## src/rtl/cpu_linux_oci_dct_pkg.sv

```systemverilog
// Shared types and constants for the cpu_linux OCI debug-capture-trace packer.
// Holds the packer state encoding, the slot-count width helper and the drop-counter width.
package cpu_linux_oci_dct_pkg;

    typedef enum logic [1:0] {
        ST_RUN   = 2'd0,
        ST_FLUSH = 2'd1,
        ST_DRAIN = 2'd2,
        ST_ENDED = 2'd3
    } dct_state_e;

    localparam int DROP_CNT_W = 16;

    // Width needed to hold a valid-slot count of 0..slots.
    function automatic int dct_cnt_w(input int slots);
        return $clog2(slots + 1);
    endfunction

endpackage

```

## src/rtl/cpu_linux_oci_dct_fifo.sv

```systemverilog
// Synchronous word FIFO for packed DCT entries; wrap-bit pointers give full/empty.
// Head data is combinational from the read pointer; storage itself is not reset.
module cpu_linux_oci_dct_fifo #(
    parameter int W     = 32,
    parameter int DEPTH = 4
) (
    input  logic         clk,
    input  logic         reset,
    input  logic         push,
    input  logic [W-1:0] wdata,
    input  logic         pop,
    output logic [W-1:0] rdata,
    output logic         full,
    output logic         empty
);

    localparam int AW = $clog2(DEPTH);

    logic [W-1:0] mem [DEPTH];
    logic [AW:0]  wr_ptr;
    logic [AW:0]  rd_ptr;

    always_ff @(posedge clk or posedge reset) begin
        if (reset) begin
            wr_ptr <= '0;
            rd_ptr <= '0;
        end else begin
            if (push) wr_ptr <= wr_ptr + 1'b1;
            if (pop)  rd_ptr <= rd_ptr + 1'b1;
        end
    end

    always_ff @(posedge clk) begin
        if (push) mem[wr_ptr[AW-1:0]] <= wdata;
    end

    assign rdata = mem[rd_ptr[AW-1:0]];
    assign empty = (wr_ptr == rd_ptr);
    assign full  = (wr_ptr[AW] != rd_ptr[AW]) && (wr_ptr[AW-1:0] == rd_ptr[AW-1:0]);

endmodule

```

## src/rtl/cpu_linux_oci_dct_packer.sv

```systemverilog
// Packs narrow OCI trace slots into wide DCT words, buffers them and runs the end-of-test flush.
// Define CPU_LINUX_OCI_DCT_DROP_EN to drop slots on a full FIFO instead of backpressuring.
module cpu_linux_oci_dct_packer
    import cpu_linux_oci_dct_pkg::*;
#(
    parameter int SLOT_W = 10,
    parameter int SLOTS  = 3,
    parameter int DEPTH  = 4,
    parameter int CNT_W  = dct_cnt_w(SLOTS)
) (
    input  logic                    clk,
    input  logic                    reset,
    input  logic                    tr_valid,
    input  logic [SLOT_W-1:0]       tr_data,
    output logic                    tr_ready,
    input  logic                    test_ending,
    output logic                    dct_valid,
    input  logic                    dct_ready,
    output logic [SLOTS*SLOT_W-1:0] dct_buffer,
    output logic [CNT_W-1:0]        dct_count,
    output logic                    test_has_ended,
    output logic [DROP_CNT_W-1:0]   drop_count
);

    localparam int WORD_W = SLOTS * SLOT_W;
    localparam int ENT_W  = WORD_W + CNT_W;

    dct_state_e        state;
    logic [WORD_W-1:0] part_q;
    logic [WORD_W-1:0] part_next;
    logic [CNT_W-1:0]  part_cnt;
    logic              fifo_full;
    logic              fifo_empty;
    logic              accept;
    logic              last_slot;
    logic              flush_push;
    logic              push;
    logic              pop;
    logic [ENT_W-1:0]  push_data;
    logic [ENT_W-1:0]  head;

`ifdef CPU_LINUX_OCI_DCT_DROP_EN
    assign tr_ready = (state == ST_RUN);
`else
    assign tr_ready = (state == ST_RUN) && !fifo_full;
`endif

    // In drop mode tr_ready ignores the FIFO, so acceptance still gates on space.
    assign accept     = tr_valid && tr_ready && !fifo_full;
    assign last_slot  = (part_cnt == CNT_W'(SLOTS - 1));
    assign flush_push = (state == ST_FLUSH) && (part_cnt != '0) && !fifo_full;
    assign push       = (accept && last_slot) || flush_push;
    assign pop        = dct_valid && dct_ready;

    always_comb begin
        part_next = part_q;
        part_next[int'(part_cnt) * SLOT_W +: SLOT_W] = tr_data;
    end

    assign push_data = flush_push ? {part_cnt, part_q} : {CNT_W'(SLOTS), part_next};

    always_ff @(posedge clk or posedge reset) begin
        if (reset) begin
            state          <= ST_RUN;
            part_q         <= '0;
            part_cnt       <= '0;
            test_has_ended <= 1'b0;
        end else begin
            case (state)
                ST_RUN: begin
                    if (accept) begin
                        if (last_slot) begin
                            part_q   <= '0;
                            part_cnt <= '0;
                        end else begin
                            part_q   <= part_next;
                            part_cnt <= part_cnt + CNT_W'(1);
                        end
                    end
                    if (test_ending) state <= ST_FLUSH;
                end
                ST_FLUSH: begin
                    if (part_cnt == '0) begin
                        state <= ST_DRAIN;
                    end else if (!fifo_full) begin
                        part_q   <= '0;
                        part_cnt <= '0;
                        state    <= ST_DRAIN;
                    end
                end
                ST_DRAIN: begin
                    if (fifo_empty) begin
                        state          <= ST_ENDED;
                        test_has_ended <= 1'b1;
                    end
                end
                default: state <= ST_ENDED;
            endcase
        end
    end

`ifdef CPU_LINUX_OCI_DCT_DROP_EN
    always_ff @(posedge clk or posedge reset) begin
        if (reset) begin
            drop_count <= '0;
        end else if (tr_valid && tr_ready && fifo_full && (drop_count != '1)) begin
            drop_count <= drop_count + 1'b1;
        end
    end
`else
    assign drop_count = '0;
`endif

    cpu_linux_oci_dct_fifo #(
        .W     (ENT_W),
        .DEPTH (DEPTH)
    ) u_fifo (
        .clk   (clk),
        .reset (reset),
        .push  (push),
        .wdata (push_data),
        .pop   (pop),
        .rdata (head),
        .full  (fifo_full),
        .empty (fifo_empty)
    );

    // The sink sees zeros whenever no word is presented.
    assign dct_valid  = !fifo_empty;
    assign dct_buffer = dct_valid ? head[WORD_W-1:0] : '0;
    assign dct_count  = dct_valid ? head[ENT_W-1 -: CNT_W] : '0;

endmodule

```

## config.mk

```make
export PLATFORM = sky130hd
export DESIGN_NAME = cpu_linux_oci_dct_packer
export DESIGN_NICKNAME = d
export VERILOG_FILES = /design/src/rtl/cpu_linux_oci_dct_pkg.sv /design/src/rtl/cpu_linux_oci_dct_fifo.sv /design/src/rtl/cpu_linux_oci_dct_packer.sv
export SDC_FILE = /design/constraint.sdc
export NUM_CORES = 1
export LEC_CHECK = 0
export CORE_MARGIN = 2
export CORE_UTILIZATION = 53
export CTS_CLUSTER_DIAMETER = 200
export DETAILED_ROUTE_END_ITERATION = 12
export PLACE_DENSITY = 0.82
export SYNTH_ARGS = -nofsm -noshare
export SYNTH_HDL_FRONTEND = slang
export SYNTH_SLANG_ARGS = --single-unit
```

## constraint.sdc

```tcl
create_clock -name clk -period 3 [get_ports clk]
set_clock_uncertainty 0.15 [all_clocks]
set_input_delay 0.75 -clock clk [delete_from_list [all_inputs] [get_ports clk]]
set_output_delay 0.75 -clock clk [all_outputs]
set_load 0.005 [all_outputs]
```

# Yosys cells after proc, flatten, opt, wreduce, memory -nomap -nowiden
# Memory sizes are Yosys's and may differ from the RTL's.
# Index checks and enable logic that the tools add are counted.
# word_totals
output_inout_bits,51
wordCells,65
mem_count,1
register_bits,41
mem_bits_rw,128
in_bits,15
# op_classes
n_eq_ne,12
addsub,4
mux,21
n_reduce_logical,18
mul,1
shift,2
# mem_list
memory,words,word_bits,read_ports,rd_ports_with_merged_regs,wr,line,text
u_fifo.mem,4,32,1,0,1,cpu_linux_oci_dct_fifo.sv:19,logic [W-1:0] mem [DEPTH];
# op_table
op,count
$mux W30,5
$pmux W30 S2,1
$neg A6 Y33,1
$shift A10 B33 Y30 const A,1
$shiftx A10 B33 Y30,1
$mux W32,1
$bwmux W30,1
$mux W2,9
$ne A2 B2 Y1 const B,5
$logic_and A1 B1 Y1,8
$add A3 B1 Y3 const B,2
$pmux W2 S3,1
$mul A2 B3 Y5 const B,1
$eq A2 B2 Y1 const B,2
$logic_not A2 Y1,2
$pmux W2 S2,1
$reduce_and A4 Y1,1
$reduce_bool A2 Y1,2
$eq A3 B3 Y1,1
$ne A3 B2 Y1 const B,1
$reduce_and A3 Y1,1
$add A2 B1 Y2 const B,1
$eq A2 B1 Y1 const B,1
$eq A2 B2 Y1,1
other kinds (5),7

# Depth between registers and ports, before layout
# logic_depth
ltp_word,10
mapped_depth,10
depth_no_buf,6

# By module
# A second synthesis with hierarchy kept.
# unflattened
hier_cells,561
hier_area_um2,7935.1
# modules_own_cells
module,cells_per_inst,seq_area_each_um2,area_each_um2,n_inst
cpu_linux_oci_dct_fifo,199,3993.8,5017.3,1
cpu_linux_oci_dct_packer,362,875.8,2917.8,1

# Worst setup path before layout
# Ideal clock, no wire load.
# synth_timing
path_kind,register -> register
from,reg part_cnt[0]
to,"mem u_fifo.mem[3][0], enable pin"
n_path_buf,1
path_stages_with_launch,7
required_time_ns,2.456
setup_ns,0.394
slack_ns,0.163
synth_period_minus_slack_ns,2.837
t_arrival_ns,2.293
path_cell_list,dfrtp_1 -> buf_2 -> clkinv_1 -> ha_1 -> or2b_1 -> nand2_1 -> and3_1
# synth_via
elab_chain_len,6
word_cells_on_any_way,8
classes_between,eq/ne: 1; mux: 2; reduce/logical: 5
# synth_lines
item,line,text
start: declaration,cpu_linux_oci_dct_packer.sv:31,logic [CNT_W-1:0] part_cnt;
start signal: assignment,cpu_linux_oci_dct_packer.sv:77,part_cnt <= part_cnt + CNT_W'(1);
$reduce_bool A2 Y1,cpu_linux_oci_dct_packer.sv:51,assign flush_push = (state == ST_FLUSH) && (part_cnt != '0) && !fifo_full;
$logic_and A1 B1 Y1 (2 in series),cpu_linux_oci_dct_packer.sv:51,
$logic_or A1 B1 Y1 (*),cpu_linux_oci_dct_packer.sv:52,assign push = (accept && last_slot) || flush_push;
$mux W1 (*),cpu_linux_oci_dct_fifo.sv:34,if (push) mem[wr_ptr[AW-1:0]] <= wdata;
$mux W1 (not written as such) (*),cpu_linux_oci_dct_fifo.sv:34,
end: declaration,cpu_linux_oci_dct_fifo.sv:19,
# Mark *: on every way between the ends. The rest lies on a longest branch, timed or not.

# Worst setup path after layout
# layout_timing
from,reg u_fifo.rd_ptr[0]
to,out dct_valid
# layout_via
elab_chain_len,2
# layout_lines
item,line,text
start: declaration,cpu_linux_oci_dct_fifo.sv:21,logic [AW:0] rd_ptr;
start signal: assignment,cpu_linux_oci_dct_fifo.sv:29,if (pop) rd_ptr <= rd_ptr + 1'b1;
$eq A3 B3 Y1,cpu_linux_oci_dct_fifo.sv:38,assign empty = (wr_ptr == rd_ptr);
$logic_not A1 Y1,cpu_linux_oci_dct_packer.sv:129,assign dct_valid = !fifo_empty;
end: declaration,cpu_linux_oci_dct_packer.sv:17,"output logic dct_valid,"
# Every way passes these cells.

==> results by group <==
Die
  • Core ar.: 15100 sq um
  • Rows: 45
  • Initial Util: 54.0%
  • Die ar.: 16400 sq um
  • Die X: 128 um
  • Die height: 128 um
  • Boundary pin count: 66

Drt
  • Via Count: 5290
  • Avg WL per Cell: 22.7 um
  • Number of DRC markers in iteration 0: 380
  • Total Wirelength: 19.6 mm
  • Drt via density: 6.13
  • DRT Pass-1 Iters: 5
  • Antenna-violating nets left: 0
  • # DRC: 0

Logic synthesis
  • Register area share after synthesis: 59.7%
  • Post-synth EDFFs: 128
  • Synth Cell Area: 8150 sq um
  • Syn Inst Count: 565
  • Synth Area per Inst: 14.4 sq um
  • Synthesized flop and latch total: 169
  • Ys async rst share: 24.3%
  • Top_reg_cell synth: edfxtp_1
  • Count of cell types in the netlist: 67
  • YS warnings: 0

Timing
  • Slew margin rel.: 60.4%
  • Tcrit/Tclk final: 103%
  • FMAX: 325 MHz
  • Crit path time final: 3.08 ns
  • RSZ-0062 raised after global routing: true
  • Fin worst setup slack: -0.0789 ns
  • Fin. max-slew vios: 0
  • Final hold vios: 0
  • TNS Setup: -0.637 ns
  • Hold Slack: 0.342 ns
  • Slew @ Worst Pin: 0.592 ns
  • Final setup fails: 14

Run status
  • Failing checks: setup timing
  • Outcome: finished, violations left

Placed design
  • Pre-CTS setup slack: 0.0760 ns
  • DP Area: 9040 sq um
  • Detailed Place HPWL: 12.3 mm
  • # port buffers: 49
  • GPL Wtd Cong: 0.936

Power
  • Tot Pwr: 8930 uW
  • Leak: 0.00378 uW
  • Maximum vdd drop: 0.585 mV
  • Pwr/cell area: 900 nW/um^2

Finish
  • Area delta synth->final: 21.7%
  • Multi-input logic area: 3100 sq um
  • Layout cell share with drive strength beyond 1: 28.3%
  • Fillers: 1049
  • Post-route cell area: 9930 sq um
  • Commonest non-fill, non-tap cell in the layout: edfxtp_1
  • Final nets: 688
  • Register area: 4870 sq um
  • Antenna Cells: 0
  • Most frequent cells in the layout: 128 x edfxtp_1, 44 x buf_4, 39 x dfrtp_1, 32 x mux4_2, 25 x nand2_1

Worst setup path
  • Slowest CP cell: dfrtp_2
  • Crit path max fanout: 5
  • Crit-path max cell delay: 0.46 ns
  • Crit path cell chain: buf_12 -> xor2_4 -> nor3_4 -> inv_4 -> buf_12 -> clkdlybuf4s50_1
  • Delay-heaviest family, CP: buffers and inverters
  • Endpoint class of the critical path: output pin
  • WS Path Type: reg -> out
  • CP most frequent cell: buf_12
  • Crit path arrival time: 2.18 ns
  • Startpoint types: register
  • Worst endpoint required time: 2.10 ns
  • Buf+Inv Stages, Crit Path: 4

Clocking
  • Worst-skew pair later-pin latency: 0.43 ns
  • CTS buffer count: 17
  • Clock Tree Root: clkbuf_16
  • CTS Buffer Depth: 2
  • Clock sinks: 169
  • Worst-path clk slew: 0.07 ns
  • H-Tree Depth: 4
  • CTS tree: yes
  • Number of hold buffers added after cts: 0

Min path
  • Hold Crit Class: reg -> reg

Global routing
  • GRT Residual Overflow: 0
  • Total track usage: 24.6%
  • Vias in the first global route: 5399
  • Initial antenna violation count: 0
  • First-pass GRT wire length: 29.9 mm
  • Largest net degree at the start of global routing: 42

Flow run
  • Max_cap viols: 0
==> where the power goes <==
group / total, uW / internal [uW] / leakage, uW / switching, uW
Clock: 2040 / 1160 / 0.000255 / 873
Combinational: 4120 / 2080 / 0.00182 / 2040
Sequential: 2770 / 2690 / 0.00171 / 83.1
Total: 8930 / 5940 / 0.00378 / 3000
==> repair_timing <==
item                                    in CTS  in global routing
endpoints found under the setup margin      33                 46
buffers inserted                            13                  1
cloned                                       5                  2
resized for setup                           81                 34
pin swaps                                   14                  3
==> metrics by stage <==
stage | std cells | utilization, %
2_1_floorplan | 580 | -
3_3_place_gp | 812 | 59.9
3_5_place_dp | 812 | 59.9
4_1_cts | 862 | 65.8
5_1_grt | 863 | 65.8
6_report | 863 | 65.8
==> worst paths after layout <==
check	slack [ns]	to	startpoint	depth (start not counted)
worst min register to register	0.34	part_q[18]	part_q[18]	1
min in group asynchronous	0.60	u_fifo.wr_ptr[1]	reset	3
worst max-delay path	-0.08	dct_valid	u_fifo.rd_ptr[0]	6
worst max register to register	0.14	u_fifo.mem[1][2]	part_cnt[0]	6
max in group asynchronous	1.70	u_fifo.rd_ptr[0]	reset	3
worst min-delay path	0.34	part_q[18]	part_q[18]	1
==> per-layer routing <==
layer  GRT usage, %  up-vias  routed length (um)
li1               -     2373                   -
met1           32.2     2707                8150
met2           40.7      185               10100
met3           5.09       25                 945
met4           9.63        0                 355
met5              0        -                   0
==> synthesized netlist by cell type, types with 2 or more instances <==
library cell,number,share of area [%]
edfxtp_1,128,47
dfrtp_1,41,13
and2_1,36,2.8
mux4_2,32,8.8
nand2_1,25,1.2
buf_4,20,1.8
o21ai_0,19,1.2
o2bb2ai_1,18,1.9
clkbuf_1,16,0.74
mux2_2,16,2.2
nor2_1,16,0.74
mux2i_1,15,1.8
a21oi_1,13,0.80
inv_1,13,0.60
buf_2,11,0.68
ha_1,11,1.7
a22o_1,9,0.97
nor3_1,9,0.55
a32o_1,7,0.86
nor2b_1,7,0.54
o211ai_1,7,0.64
o22ai_1,7,0.54
and3_1,6,0.46
nand3b_1,6,0.55
xnor2_1,6,0.64
nand3_1,5,0.31
a22oi_2,4,0.61
nand4b_1,4,0.43
o221ai_1,4,0.43
xor2_1,4,0.43
a2bb2oi_1,3,0.32
o21ai_1,3,0.18
a211o_1,2,0.21
a21o_1,2,0.18
a221o_1,2,0.25
a221oi_1,2,0.21
a31oi_1,2,0.15
buf_6,2,0.28
nand4bb_1,2,0.28
nor4_1,2,0.15
or4bb_1,2,0.28
==> flip-flops by register name, summed over array words and instances, names as in the netlist <==
register and count:
u_fifo.mem 128, part_q 30, u_fifo.rd_ptr 3, u_fifo.wr_ptr 3, part_cnt 2, state 2
test_has_ended 1
==> cells by family after synthesis <==
kind of cell,synth area share (%)
adders and majority gates,1.69
and+or+nand+nor,9.11
AOI/OAI and AO/OA,11.2
DFF,59.7
muxes,12.9
other,0.0460
buffers and inverters,4.27
xor gates and xnor gates,1.07
==> final cells by class <==
| cell class | instances | area share, % |
|---|---|---|
| sequential | 169 | 49.1 |
| multi-input combinational | 347 | 31.2 |
| timing repair buffer | 113 | 11.2 |
| clock buffer | 22 | 4.58 |
| tap | 188 | 2.37 |
| clock inverter | 10 | 0.958 |
| inverter | 14 | 0.555 |
(Power assumes the default switching activity.)
